==> src/rtl/rounding_pipe.sv <==
// Two-stage significand rounder: four rounding modes, carry renormalisation, overflow to infinity.
// Latency 2 cycles, 1 beat/cycle; a stalled output holds every output stable and backs up into in_ready.
// ROUND_STATS_EN adds saturating 16-bit counters of inexact and overflow transfers.
module rounding_pipe #(
  parameter int MANT_WIDTH  = 23,
  parameter int GUARD_WIDTH = 24,
  parameter int EXP_WIDTH   = 8
) (
  input  logic                                clk,
  input  logic                                rst,
  input  logic                                in_valid,
  output logic                                in_ready,
  input  logic [1:0]                          round_mode,
  input  logic                                sign,
  input  logic [EXP_WIDTH-1:0]                exp_in,
  input  logic [MANT_WIDTH+GUARD_WIDTH:0]     value,
  output logic                                out_valid,
  input  logic                                out_ready,
  output logic                                sign_out,
  output logic [EXP_WIDTH-1:0]                exp_out,
  output logic [MANT_WIDTH-1:0]               mant_out,
  output logic                                inexact,
  output logic                                round_up,
  output logic                                overflow,
  output logic [15:0]                         stat_inexact,
  output logic [15:0]                         stat_overflow
);

  localparam int VAL_W = 1 + MANT_WIDTH + GUARD_WIDTH;

  typedef struct packed {
    logic                  sign;
    logic [EXP_WIDTH-1:0]  exp;
    logic [MANT_WIDTH:0]   sig;
    logic                  inc;
    logic                  inexact;
  } s1_t;

  typedef struct packed {
    logic                  sign;
    logic [EXP_WIDTH-1:0]  exp;
    logic [MANT_WIDTH-1:0] mant;
    logic                  inexact;
    logic                  round_up;
    logic                  overflow;
  } res_t;

  logic s1_vld, s2_vld, s2_load;
  s1_t  s1_d, s1_q;
  res_t res_d, s2_q;

  logic [MANT_WIDTH:0]    in_sig;
  logic [GUARD_WIDTH-1:0] in_g;
  logic                   in_special;

  assign in_sig     = value[VAL_W-1:GUARD_WIDTH];
  assign in_g       = value[GUARD_WIDTH-1:0];
  assign in_special = &exp_in;

  // Stage 1: decide the increment from the guard bits and mode.
  always_comb begin
    s1_d         = '0;
    s1_d.sign    = sign;
    s1_d.exp     = exp_in;
    s1_d.sig     = in_sig;
    s1_d.inexact = |in_g;
    case (round_mode)
      2'b00:   s1_d.inc = 1'b0;
      2'b01:   s1_d.inc = ~sign & s1_d.inexact;
      2'b10:   s1_d.inc = sign & s1_d.inexact;
      default: s1_d.inc = in_g[GUARD_WIDTH-1] & ((|in_g[GUARD_WIDTH-2:0]) | in_sig[0]);
    endcase
    // Inf/NaN: pass the mantissa through untouched.
    if (in_special) begin
      s1_d.inc     = 1'b0;
      s1_d.inexact = 1'b0;
    end
  end

  logic [MANT_WIDTH+1:0] sum;
  logic [EXP_WIDTH-1:0]  exp_inc, exp_post;
  logic [MANT_WIDTH-1:0] mant_post;
  logic                  carry, ovf;

  // Stage 2: apply the increment, renormalise on carry-out, saturate on overflow.
  always_comb begin
    sum       = {1'b0, s1_q.sig} + {{(MANT_WIDTH+1){1'b0}}, s1_q.inc};
    carry     = sum[MANT_WIDTH+1];
    exp_inc   = s1_q.exp + {{(EXP_WIDTH-1){1'b0}}, 1'b1};
    exp_post  = carry ? exp_inc : s1_q.exp;
    mant_post = carry ? sum[MANT_WIDTH:1] : sum[MANT_WIDTH-1:0];
    ovf       = (&exp_post) & ~(&s1_q.exp);

    res_d          = '0;
    res_d.sign     = s1_q.sign;
    res_d.exp      = exp_post;
    res_d.mant     = mant_post;
    res_d.inexact  = s1_q.inexact;
    res_d.round_up = s1_q.inc;
    res_d.overflow = ovf;
    if (ovf) begin
      res_d.exp  = {EXP_WIDTH{1'b1}};
      res_d.mant = '0;
    end
  end

  assign s2_load  = ~s2_vld | out_ready;
  assign in_ready = ~s1_vld | s2_load;

  always_ff @(posedge clk) begin
    if (rst) begin
      s1_vld <= 1'b0;
      s2_vld <= 1'b0;
      s1_q   <= '0;
      s2_q   <= '0;
    end else begin
      if (in_ready) begin
        s1_vld <= in_valid;
        if (in_valid) s1_q <= s1_d;
      end
      // Data registers only move on a real beat so a stalled result never changes.
      if (s2_load) begin
        s2_vld <= s1_vld;
        if (s1_vld) s2_q <= res_d;
      end
    end
  end

  assign out_valid = s2_vld;
  assign sign_out  = s2_q.sign;
  assign exp_out   = s2_q.exp;
  assign mant_out  = s2_q.mant;
  assign inexact   = s2_q.inexact;
  assign round_up  = s2_q.round_up;
  assign overflow  = s2_q.overflow;

`ifdef ROUND_STATS_EN
  logic [15:0] cnt_inexact, cnt_overflow;
  logic        out_xfer;

  assign out_xfer = s2_vld & out_ready;

  always_ff @(posedge clk) begin
    if (rst) begin
      cnt_inexact  <= '0;
      cnt_overflow <= '0;
    end else if (out_xfer) begin
      if (s2_q.inexact && cnt_inexact != 16'hFFFF)   cnt_inexact  <= cnt_inexact + 16'd1;
      if (s2_q.overflow && cnt_overflow != 16'hFFFF) cnt_overflow <= cnt_overflow + 16'd1;
    end
  end

  assign stat_inexact  = cnt_inexact;
  assign stat_overflow = cnt_overflow;
`else
  assign stat_inexact  = 16'h0;
  assign stat_overflow = 16'h0;
`endif

endmodule

==> config.mk <==
export PLATFORM = sky130hd
export DESIGN_NAME = rounding_pipe
export DESIGN_NICKNAME = d
export VERILOG_FILES = /design/src/rtl/rounding_pipe.sv
export SDC_FILE = /design/constraint.sdc
export NUM_CORES = 1
export LEC_CHECK = 0
export CAP_MARGIN = 40
export CORE_MARGIN = 4
export CORE_UTILIZATION = 45
export DETAILED_ROUTE_END_ITERATION = 10
export PLACE_DENSITY = 0.8
export REMOVE_ABC_BUFFERS = 1
export SETUP_SLACK_MARGIN = 0.3
export SLEW_MARGIN = 20
export SYNTH_ARGS = -nofsm -noshare
export SYNTH_HDL_FRONTEND = slang
export SYNTH_SLANG_ARGS = --single-unit
==> constraint.sdc <==
create_clock -name clk -period 2.98 [get_ports clk]
set_clock_uncertainty 0.2 [all_clocks]
set_input_delay 0.596 -clock clk [delete_from_list [all_inputs] [get_ports clk]]
set_output_delay 0.596 -clock clk [all_outputs]
set_load 0.01 [all_outputs]
### Word level (Yosys, flattened, before mapping)

Cells that the tools add are included.

| cells by class | value |
|---|---|
| add/sub/neg operators | 2 |
| eq/ne operators | 2 |
| muxes and demuxes | 5 |
| bitwise gates (word level) | 11 |
| reductions and logical operators | 8 |

Operators by type and width:

| cell | number |
|---|---|
| $mux 31 | 1 |
| $add 24x1->25 | 1 |
| $reduce_and 8->1 | 3 |
| $reduce_or 24->1 | 1 |
| $mux 23 | 1 |
| $reduce_or 23->1 | 1 |
| $add 8x1->8 const B | 1 |
| $mux 8 | 1 |
| $and 1x1->1 | 4 |
| $not 1->1 | 4 |
| $reduce_and 2->1 | 2 |
| $or 1x1->1 | 3 |
| $pmux 1 s3 | 1 |
| $eq 2x1->1 const B | 1 |
| $eq 2x2->1 const B | 1 |
| $logic_not 2->1 | 1 |
| $mux 2 | 1 |

| storage, ports and cells | value |
|---|---|
| bits in registers | 72 |
| bits of input ports | 63 |
| output and inout port bits | 69 |
| logic and storage cells | 41 |

### Logic depth before layout (Yosys ltp)

| depth | value |
|---|---|
| depth after elaboration | 5 |
| mapped depth | 8 |

### Worst setup path after synthesis

Ideal clock, no wire load.

| timing | value |
|---|---|
| kind | flip-flop to flip-flop |
| from | register s1_q, in the netlist res_d[1] |
| to | register s2_q, in the netlist mant_out[14] |
| data arrival time | 2.201 ns |
| data required time | 2.663 ns |
| slack | 0.461 ns |
| cell stages (with the launch flop) | 8 |
| period minus slack after synthesis | 2.519 ns |
| cells stage by stage | dfxtp_1 > ha_1 > ha_1 > nand3_2 > or4_4 > o21ai_0 > o21ai_2 > a32o_1 |

| on the way | value |
|---|---|
| word-level cells in the longest chain between the ends | 5 |

Ends and longest elaborated chain:

| element | line | source |
|---|---|---|
| start, declared | 49 | `s1_t s1_d, s1_q;` |
| start signal, assigned | 114 | `s1_q <= '0;` |
| start signal, assigned | 119 | `if (in_valid) s1_q <= s1_d;` |
| $add 24x1->25 (*) | 87 | `sum = {1'b0, s1_q.sig} + {{(MANT_WIDTH+1){1'b0}}, s1_q.inc};` |
| $mux 8 | 90 | `exp_post = carry ? exp_inc : s1_q.exp;` |
| $reduce_and 8->1 | 92 | `ovf = (&exp_post) & ~(&s1_q.exp);` |
| $and 1x1->1 | 92 |  |
| $mux 31 (*) | 101 | `if (ovf) begin` |
| end signal, assigned | 124 | `if (s1_vld) s2_q <= res_d;` |
| end, declared | 50 | `res_t res_d, s2_q;` |

Mark *: on every way between the ends. The rest lies on a longest branch, timed or not.
A chain may end at the register's enable or synchronous reset.

### Final worst setup path

| timing | value |
|---|---|
| from | input out_ready |
| to | output in_ready |

| on the way | value |
|---|---|
| word-level cells in the longest chain between the ends | 2 |

Ends and longest elaborated chain:

| element | line | source |
|---|---|---|
| start, declared | 18 | `input logic out_ready,` |
| $or 1x1->1 | 107 | `assign s2_load = ~s2_vld \| out_ready;` |
| $or 1x1->1 | 108 | `assign in_ready = ~s1_vld \| s2_load;` |
| end, declared | 12 | `output logic in_ready,` |

No other way between the ends.

==> metrics.md <==
| Metric | Value |
|---|---|
| Status | completed |
| Crit Path Max Fanout | 4 |
| Syn Inst Count | 459 |
| Total iterations of the first detailed-routing run | 4 |
| Setup Crit Path Kind | in -> out |
| CP endpoint kind | primary output |
| Yosys top cell by area | dfxtp_1 |
| Syn_area_per_cell | 8.04 um^2 |
| Final Hold Viols | 0 |
| Post-route DRC | 0 |
| FF+latch count, synth | 72 |
| Worst reg-to-reg setup slack | 420 ps |
| Tmin final | about 2600 ps |
| Total die area | 9720 um^2 |
| Leakage | 0.00191 uW |
| Max-cap violations | 0 |
| Setup tns final | 0 ps |
| Post-Syn Area | 3690 um^2 |
| Area delta synth->final | 34.5% |
| Largest family of logic cells by synthesized area | simple AND/OR/NAND/NOR gates |
| EDFF count, synth | 0 |
| Worst setup SP type | input pin |
| Top Layer Used | met4 |
| H-tree depth | 3 |
| Metal2 WL | around 4.6 mm |
| M1 WL | 4.15 mm |
| Gp weighted congestion | 0.908 |
| Worst VDD drop | 0.000193 V |
| Synth Area in XOR/XNOR | under 10% |
| Pins Over Slew Limit | 0 |
| Fmax | 388 MHz |
| WL/cell | 14.4 um |
| Row cnt | 32 |
| Worst-case clock buffer depth | 2 |
| Met3 Routed Length | 639 um |
| Total grt overflow | 0 |
| Synth top area cells | dfxtp_1 39%, nand2_1 11%, buf_4 6.5% |
| Sequential share of the synthesized area | 39.1% |
| Hold buffers post-CTS | 0 |
| Global-route wire length before repair | 15.6 mm |
| WL final | 9.60 mm |
| Vert. Die Dim | 98.6 um |
| Critical Path Max Stage Delay | 560 ps |
| Post-Synth Adder-Cell Area | a little over 2% |
| Cell variety after synth | 48 |
| Die width | 98.6 um |
| Diodes inserted | 0 |
| Vias in the first global route | 3417 |
| Clk pin slew, worst setup/hold paths | roughly 70 ps |
| RSZ-0062 raised after global routing | no |
| # IOs | 132 |
| Total track usage | approximately a fifth |
| Nets | 630 |
| Post-synthesis mux area share | 0.576% |
| Slew @ Worst Pin | 724 ps |
| PwrDens | 444 nW/um^2 |
| Iter 0 DRT Violations | 111 |
| Final setup viols | 0 |
| Vias per cell | 5.31 |
| Clock latency on the worst-skew pair | 340 ps |
| CP Cell Sequence | clkdlybuf4s50_1 > nand3b_1 > clkdlybuf4s50_1 |
| Hold WC Path Type | reg -> reg |
| Largest net degree at the start of global routing | 36 |
| CTS tree | built |
| Total clock buffers created by CTS | 9 |
| Clock sink count | just over 70 |
| Layout cells sized above 1 | 7.60% |
| Starting Density | between 40% and 50% |
| Synth async-reset ratio | 0% |
| Initial antenna violation count | 0 |
| Req. time, crit path | 2180 ps |
| Synth warn | 0 |
| Routed vias | 3546 |
| Worst EP arrival | 1780 ps |
| Post-synth top area share | around two fifths |
| Slew HR | 51.6% |
| Period utilization | 86.5% |
| Slowest CP cell | clkdlybuf4s50_1 |
| Root Driver | clkbuf_8 |
| Detail Placement HPWL | 7.36 mm |
| Dominant synthesized flop cell | dfxtp_1 |
| Complex-gate fraction of the synthesized area | around 16% |
| Core Area | 7850 um^2 |
| ANT nets after route | 0 |
| Hold_ws | 258 ps |
| Post-Synth Simple-Gate Area | 27.4% |
| I/O Buffers | 99 |
| Most common cell on crit path | clkdlybuf4s50_1 |
[cell usage in the layout, fill, tap and decap left out, types with 7 or more instances in the layout]
master / netlist / final
a21oi_1: 47 / 47
a211oi_1: 7 / 7
nand3_1: 12 / 12
xor2_1: 15 / 15
nor2_1: 23 / 23
nand4_1: 12 / 12
conb_1: 1 / 32
a22o_1: 7 / 7
clkbuf_8: 0 / 10
and4_1: 7 / 7
buf_4: 32 / 14
dfxtp_1: 72 / 72
o21ai_0: 9 / 9
a32o_1: 10 / 10
xnor2_1: 8 / 8
nand2_1: 113 / 113
clkdlybuf4s50_1: 0 / 98
[where the power goes]
part           internal [uW]  switching [uW]
Clock                    495             347
Sequential              1010            49.6
Combinational            161             142
[repair_timing]
item                       CTS  global route
pin swaps                    0             3
setup buffers                0             2
gates resized for setup      2             6
setup endpoints to repair    6            22
[worst max-delay path: cells and delay by family]
family	cells	cell delay, ps
and+or+nand+nor	1	160
buffers and inverters	2	1030
[sequential cells by signal (all words and copies together), names as in the netlist]
name       count
s1_q          32
mant_out      23
exp_out        8
res_d          3
inexact        1
out_valid      1
overflow       1
round_up       1
s1_vld         1
sign_out       1
[Yosys cell counts (all sizes together), types with 4 or more instances]
master  instances
and4            7
nor2           24
ha              6
clkbuf         19
nand4          13
a22o            7
buf            34
a22oi           5
a211oi          7
a32o           10
xor2           15
dfxtp          72
or3             5
xnor2           8
nor3            4
o21ai          11
nor4            7
and3            4
nand3          13
nand2         113
a21oi          47
[per-stage QoR]
stage | instances | worst slack (ps) | utilization [%] | total power (uW) | area [um^2]
after global placement | 649 | 256 | 59.7 | 1370 | 4680
final | 668 | 402 | 63.2 | 2200 | 4960
after CTS | 666 | 292 | 62.7 | 2210 | 4920
after global routing | 668 | 313 | 63.2 | 2300 | 4960
after floorplan | 437 | 411 | - | 1200 | 3490
after detailed placement | 650 | 293 | 59.8 | 1380 | 4690
[logic make-up after synthesis]
family | count (synthesis)
buffers and inverters | 56
xor gates and xnor gates | 23
DFF | 72
other | 1
adders and majority gates | 6
muxes | 2
and+or+nand+nor | 205
AOI/OAI and AO/OA | 94
[cell type report]
| cell class | instances | area [um^2] |
|---|---|---|
| Inverter | 3 | 11.3 |
| Fill cell | 719 | 2880 |
| Sequential cell | 72 | 1440 |
| Clock buffer | 13 | 149 |
| Timing Repair Buffer | 113 | 1090 |
| Multi-Input combinational cell | 362 | 2080 |
| Clock inverter | 3 | 65.1 |
| Tap cell | 102 | 128 |
[layer usage]
| layer | track usage (%) | vias to the layer above |
|---|---|---|
| met3 | 3.82 | 16 |
| met5 | 0 | - |
| li1 | - | 1750 |
| met2 | 33.1 | 126 |
| met4 | 6.72 | 0 |
| met1 | 24.3 | 1654 |
[path summary, 6_finish.rpt]
path | start | endpoint | cells after the start
hold / removal | res_d[34]$_SDFFE_PP0P_ | sign_out$_SDFFE_PP0P_ | 2
setup reg to reg | res_d[1]$_SDFFE_PP0P_ | mant_out[20]$_SDFFE_PP0P_ | 7
setup / recovery | out_ready | in_ready | 3
hold reg to reg | res_d[34]$_SDFFE_PP0P_ | sign_out$_SDFFE_PP0P_ | 2
Power figures use the tool's default switching activity.
==> RTL edit 1: new RTL, same flow settings <==
Set the parameter `GUARD_WIDTH` to 36 (it was 24).
--- a/src/rtl/rounding_pipe.sv
+++ b/src/rtl/rounding_pipe.sv
@@ -3,7 +3,7 @@
 // ROUND_STATS_EN adds saturating 16-bit counters of inexact and overflow transfers.
 module rounding_pipe #(
   parameter int MANT_WIDTH  = 23,
-  parameter int GUARD_WIDTH = 24,
+  parameter int GUARD_WIDTH = 36,
   parameter int EXP_WIDTH   = 8
 ) (
   input  logic                                clk,
Ports: changed (resized value); port bits go from 132 to 144. The function was not compared with the original's and may differ.
==> RTL edit 1 against the unedited design <==
Synthesized area increased by 0.14%; hold slack lost 0.0012 ns; sequential cell count did not move; sequential power hardly changed; total power rose by 5.5%; cell area up 1.6%; worst setup slack worse by 0.028 ns; routed wire length is 6.6% higher.
==> RTL edit 1: results <==
group,metric,value,unit
pwr,ir_drop,0.0002255,V
cells_and_area,largest_register,"s1_q",
global_route,grt_pass1_vias,3597,
place,preCtsSetupSlack,0.2485,ns
global_route,grt_antenna_before_repair,0,
synthesis,synth_compound_area_frac,0.1540,
global_route,grt_util_all_layers,0.2064,
min_path,hold_depth,2,
timing,fin_crit,2.606,ns
clock_network,numCtsBuffers,9,
synthesis,ys_types,52,
synthesis,yosys_warnings,0,
synthesis,syn_avg_cell_area,7.700,sq um
setup_path,arrival,1.81,ns
setup_path,cp_max_fo,5,
synthesis,muxShareOfSynthArea,0.005755,
setup_path,r2r_setup_slack,0.54,ns
min_path,worstHoldPathType,"flop to flop",
min_path,hold_end,"s1_q[25]",
clock_network,clk_latency,0.35,ns
detailed_routing,firstDrtPassIters,5,
detailed_routing,drt-total-wl,10230,um
min_path,hold_path_startpoint,"s1_q[25]",
clock_network,path_clk_slew,0.07,ns
cells_and_area,largest_reg_flops,32,
status,status,"complete, no violations",
cells_and_area,antenna_cells,0,
synthesis,async_reset_ff_frac,0,
synthesis,synthXorXnorAreaFrac,0.04502,
clock_network,clk_path_buf_depth,2,
cells_and_area,nNetsFinal,667,
cells_and_area,layout-drive-gt1-share,0.06599,
setup_path,rr_startpoint,"res_d[1]",
setup_path,r2r_end,"mant_out[17]",
place,place_congestion,0.8732,
cells_and_area,fillers,693,
synthesis,synth.area.top_cells,"dfxtp_1 39%, nand2_1 11%, buf_4 6.5%",
place,place_inst,675,
global_route,grt_pass1_wl,16370,um
synthesis,yosysSeqAreaShare,0.3900,
detailed_routing,wl_per_cell,14.76,um
place,hpwl,7909,um
setup_path,ff2ff_path_depth,8,
detailed_routing,dr_total_vias,3760,
clock_network,htree_num_levels,3,
clock_network,cts_root_buf,"clkbuf_8",
synthesis,synthFlopType,"dfxtp_1",
global_route,grt_start_max_net_pins,38,
pwr,leakagePower,0.001890,uW
timing,worstMarginPinSlew,0.7876,ns
synthesis,synth_common_cells,"105 x nand2_1, 72 x dfxtp_1, 44 x a21oi_1, 33 x nor2_1, 32 x buf_4",
synthesis,synthAdderAreaFrac,0.02031,
timing,hold_viol,0,
detailed_routing,drtIter0Drc,207,
place,io_buffer_count,111,
## RTL edit 1: cell types whose count changed after synthesis, moves of 5 or more
cell and delta:
a32o_1 -10, buf_2 +5, nand2_1 -8, nand3_1 +8, nor2_1 +10, nor3_1 +7, nor4_1 +6, o21ai_0 +11
xor2_1 -5
## RTL edit 1: routing by layer
| metal | GRT usage | part of all wire |
|---|---|---|
| met5 | 0 | 0 |
| met4 | 0.08193 | 0.026 |
| met3 | 0.07360 | 0.10 |
| met2 | 0.3599 | 0.49 |
| met1 | 0.2289 | 0.38 |
## RTL edit 1: cell families after synthesis
| kind of cell | after synthesis |
|---|---|
| multiplexers | 2 |
| AO/OA/AOI/OAI | 96 |
| flip-flops | 72 |
| AND/OR/NAND/NOR | 224 |
| XOR/XNOR | 19 |
| adder cells (fa/ha/maj) | 6 |
| buffers and inverters | 60 |
| other | 1 |
## RTL edit 1: power by group
part | total [uW] | switching (uW) | internal [uW]
combinational | 332 | 152 | 180
sequential | 1060 | 52.7 | 1010
clock | 928 | 372 | 557
## RTL edit 1: layout make-up
cell class | instances | area, sq um | share of cell area
clock buffer | 9 | 123.9 | 0.02457
clock inverter | 7 | 120.1 | 0.02383
inverter | 3 | 11.26 | 0.002234
multi-input combinational | 379 | 2036 | 0.4038
sequential | 72 | 1441 | 0.2859
tap | 102 | 127.6 | 0.02532
timing repair buffer | 121 | 1181 | 0.2343
## RTL edit 1: what timing repair did
item | 4_1_cts | 5_1_grt
gates resized for setup | 2 | 3
hold buffers | 0 | 0
endpoints found under the hold margin | 0 | 0
buffers inserted | 1 | 1
pin swaps | 1 | 1
setup endpoints to repair | 13 | 28
## RTL edit 1: stage by stage
stage | hold slack, ns | area [sq um]
floorplan | 0.2258 | 3463
global placement | 0.2384 | 4760
detailed placement | 0.2502 | 4760
CTS | 0.2602 | 5016
global route | 0.2798 | 5041
finish | 0.2564 | 5041
## RTL edit 1: worst max-delay path by stage
stage | start | end
finish | out_ready | in_ready
global route | out_ready | in_ready
CTS | out_ready | in_ready
detailed placement | res_d[1] | mant_out[17]
global placement | out_ready | in_ready
floorplan | out_ready | mant_out[11]
## RTL edit 1: worst max-delay path, cell delays in order
cell             delay, ns
clkdlybuf4s50_1       0.41
nor2b_2               0.20
nand2_1               0.11
clkdlybuf4s50_1       0.49
==> RTL edit 2: new RTL, config.mk and constraints unchanged <==
Without the edit above. Add an input register stage for `round_mode`, cleared by the reset; this delays it by one clock. The other inputs are not delayed to match.
--- a/src/rtl/rounding_pipe.sv
+++ b/src/rtl/rounding_pipe.sv
@@ -45,6 +45,16 @@
     logic                  overflow;
   } res_t;
 
+  logic [1:0] round_mode_q;
+
+  always_ff @(posedge clk) begin
+    if (rst) begin
+      round_mode_q <= '0;
+    end else begin
+      round_mode_q <= round_mode;
+    end
+  end
+
   logic s1_vld, s2_vld, s2_load;
   s1_t  s1_d, s1_q;
   res_t res_d, s2_q;
@@ -64,7 +74,7 @@
     s1_d.exp     = exp_in;
     s1_d.sig     = in_sig;
     s1_d.inexact = |in_g;
-    case (round_mode)
+    case (round_mode_q)
       2'b00:   s1_d.inc = 1'b0;
       2'b01:   s1_d.inc = ~sign & s1_d.inexact;
       2'b10:   s1_d.inc = sign & s1_d.inexact;
Behaviour: not the same (Yosys sat finds a counterexample within 4 cycles, from zero or initial values and one cycle with rst high).
==> RTL edit 2 against the unedited design <==
Total power is 0.50% lower; synthesized area shrank 0.37%; die area is 0.34% lower; worst setup slack worse by 0.071 ns; routed wire length rose by 3.5%; sequential cell count grew 2; cell area rose by 0.91%; sequential share of layout area rose by 0.64 points; largest cell class unchanged.
==> RTL edit 2: results <==
group,metric,value,unit
setup_path,cpPeakStageDelay,0.45,ns
global_route,grt_pass1_vias,3305,
setup_path,cp_max_fo,6,
cells_and_area,nNetsFinal,619,
synthesis,yosysSeqAreaShare,0.4029,
setup_path,r2r_setup_slack,0.33,ns
setup_path,slowest_stage,"nor4_4",
timing,fmax,377.6,MHz
clock_network,clk_latency,0.36,ns
synthesis,synth_common_cells,"95 x nand2_1, 74 x dfxtp_1, 43 x a21oi_1, 32 x buf_4, 24 x nor2_1",
global_route,grt_pass1_wl,15450,um
pwr,leakagePower,0.001927,uW
synthesis,ys_types,40,
clock_network,cts_root_buf,"clkbuf_8",
timing,worstMarginPinSlew,0.5980,ns
detailed_routing,wl_per_cell,15.13,um
cells_and_area,largest_reg_flops,32,
setup_path,critical_path.top_delay_family,"simple AND/OR/NAND/NOR gates",
detailed_routing,drtIter0Drc,150,
place,place_congestion,0.9243,
pwr,ir_drop,0.0002298,V
cells_and_area,layout-drive-gt1-share,0.09369,
global_route,grt_util_all_layers,0.1947,
synthesis,synth_cells,447,
clock_network,htree_num_levels,3,
detailed_routing,dr_total_vias,3510,
synthesis,synth.area.top_cells,"dfxtp_1 40%, nand2_1 9.7%, buf_4 6.5%",
detailed_routing,viasPerCell,5.342,
setup_path,arrival,2.70,ns
setup_path,r2r_end,"mant_out[6]",
global_route,grt_start_max_net_pins,52,
status,status,"complete, no violations",
min_path,hold_end,"res_d[34]",
place,hpwl,7066,um
place,place_area,4634,sq um
place,place_inst,633,
cells_and_area,largest_register,"s1_q",
place,preCtsSetupSlack,-0.08444,ns
RTL edit 2: how the worst max path moves through the flow:
stage | startpoint | to
floorplan | res_d[1] | mant_out[18]
global placement | res_d[1] | mant_out[20]
detailed placement | res_d[1] | mant_out[3]
CTS | res_d[1] | mant_out[6]
global route | res_d[1] | mant_out[20]
finish | res_d[1] | mant_out[6]
RTL edit 2: final cells by class:
class	count	area, sq um
inverters	6	22.52
clock inverters	4	48.80
clock buffers	12	155.1
repair buffers	113	1091
well taps	102	127.6
flip-flops and latches	74	1486
multi-input cells	346	2077
fillers	669	2839
RTL edit 2: tightest hold or removal path: stages (launching register included):
cell and delay, ns:
dfxtp_1 0.31, nand2_1 0.05, a21oi_1 0.05
RTL edit 2: stage by stage:
stage | hold slack, ns | TNS [ns]
after detailed placement | 0.2491 | -1.090
after global placement | 0.2430 | 0
after global routing | 0.2937 | 0
after CTS | 0.2603 | 0
final | 0.2590 | 0
after floorplan | 0.2281 | 0
RTL edit 2: cell families (layout without fill, tap and decap cells):
kind of cell	after synthesis	count (layout)	synth area share
AOI/OAI and AO/OA	85	87	0.1538
xor gates and xnor gates	25	25	0.05954
adders and majority gates	6	6	0.02041
buffers and inverters	60	135	0.09663
DFF	74	74	0.4029
muxes	6	6	0.01701
other	1	32	0.001020
and+or+nand+nor	190	190	0.2487
RTL edit 2: report_power, final:
group	leakage (uW)	internal, uW	total (uW)	switching, uW
combinational	0.00121	161	303	141
sequential	0.000607	1030	1080	49.4
clock	0.000107	433	805	372
RTL edit 2: timing repair:
item,in CTS,in global routing
setup endpoints to repair,22,22
setup buffers,1,5
gates resized for setup,2,16
endpoints found under the hold margin,0,0
hold buffers,0,0
pin swaps,2,9
gates cloned,0,2
RTL edit 2: metal layers:
metal,GRT usage,vias to the layer above,routed length [um]
met5,0,-,0
met4,0.04517,0,120
met3,0.06143,11,1021
met2,0.3411,169,4925
met1,0.2324,1623,3870
li1,-,1707,-
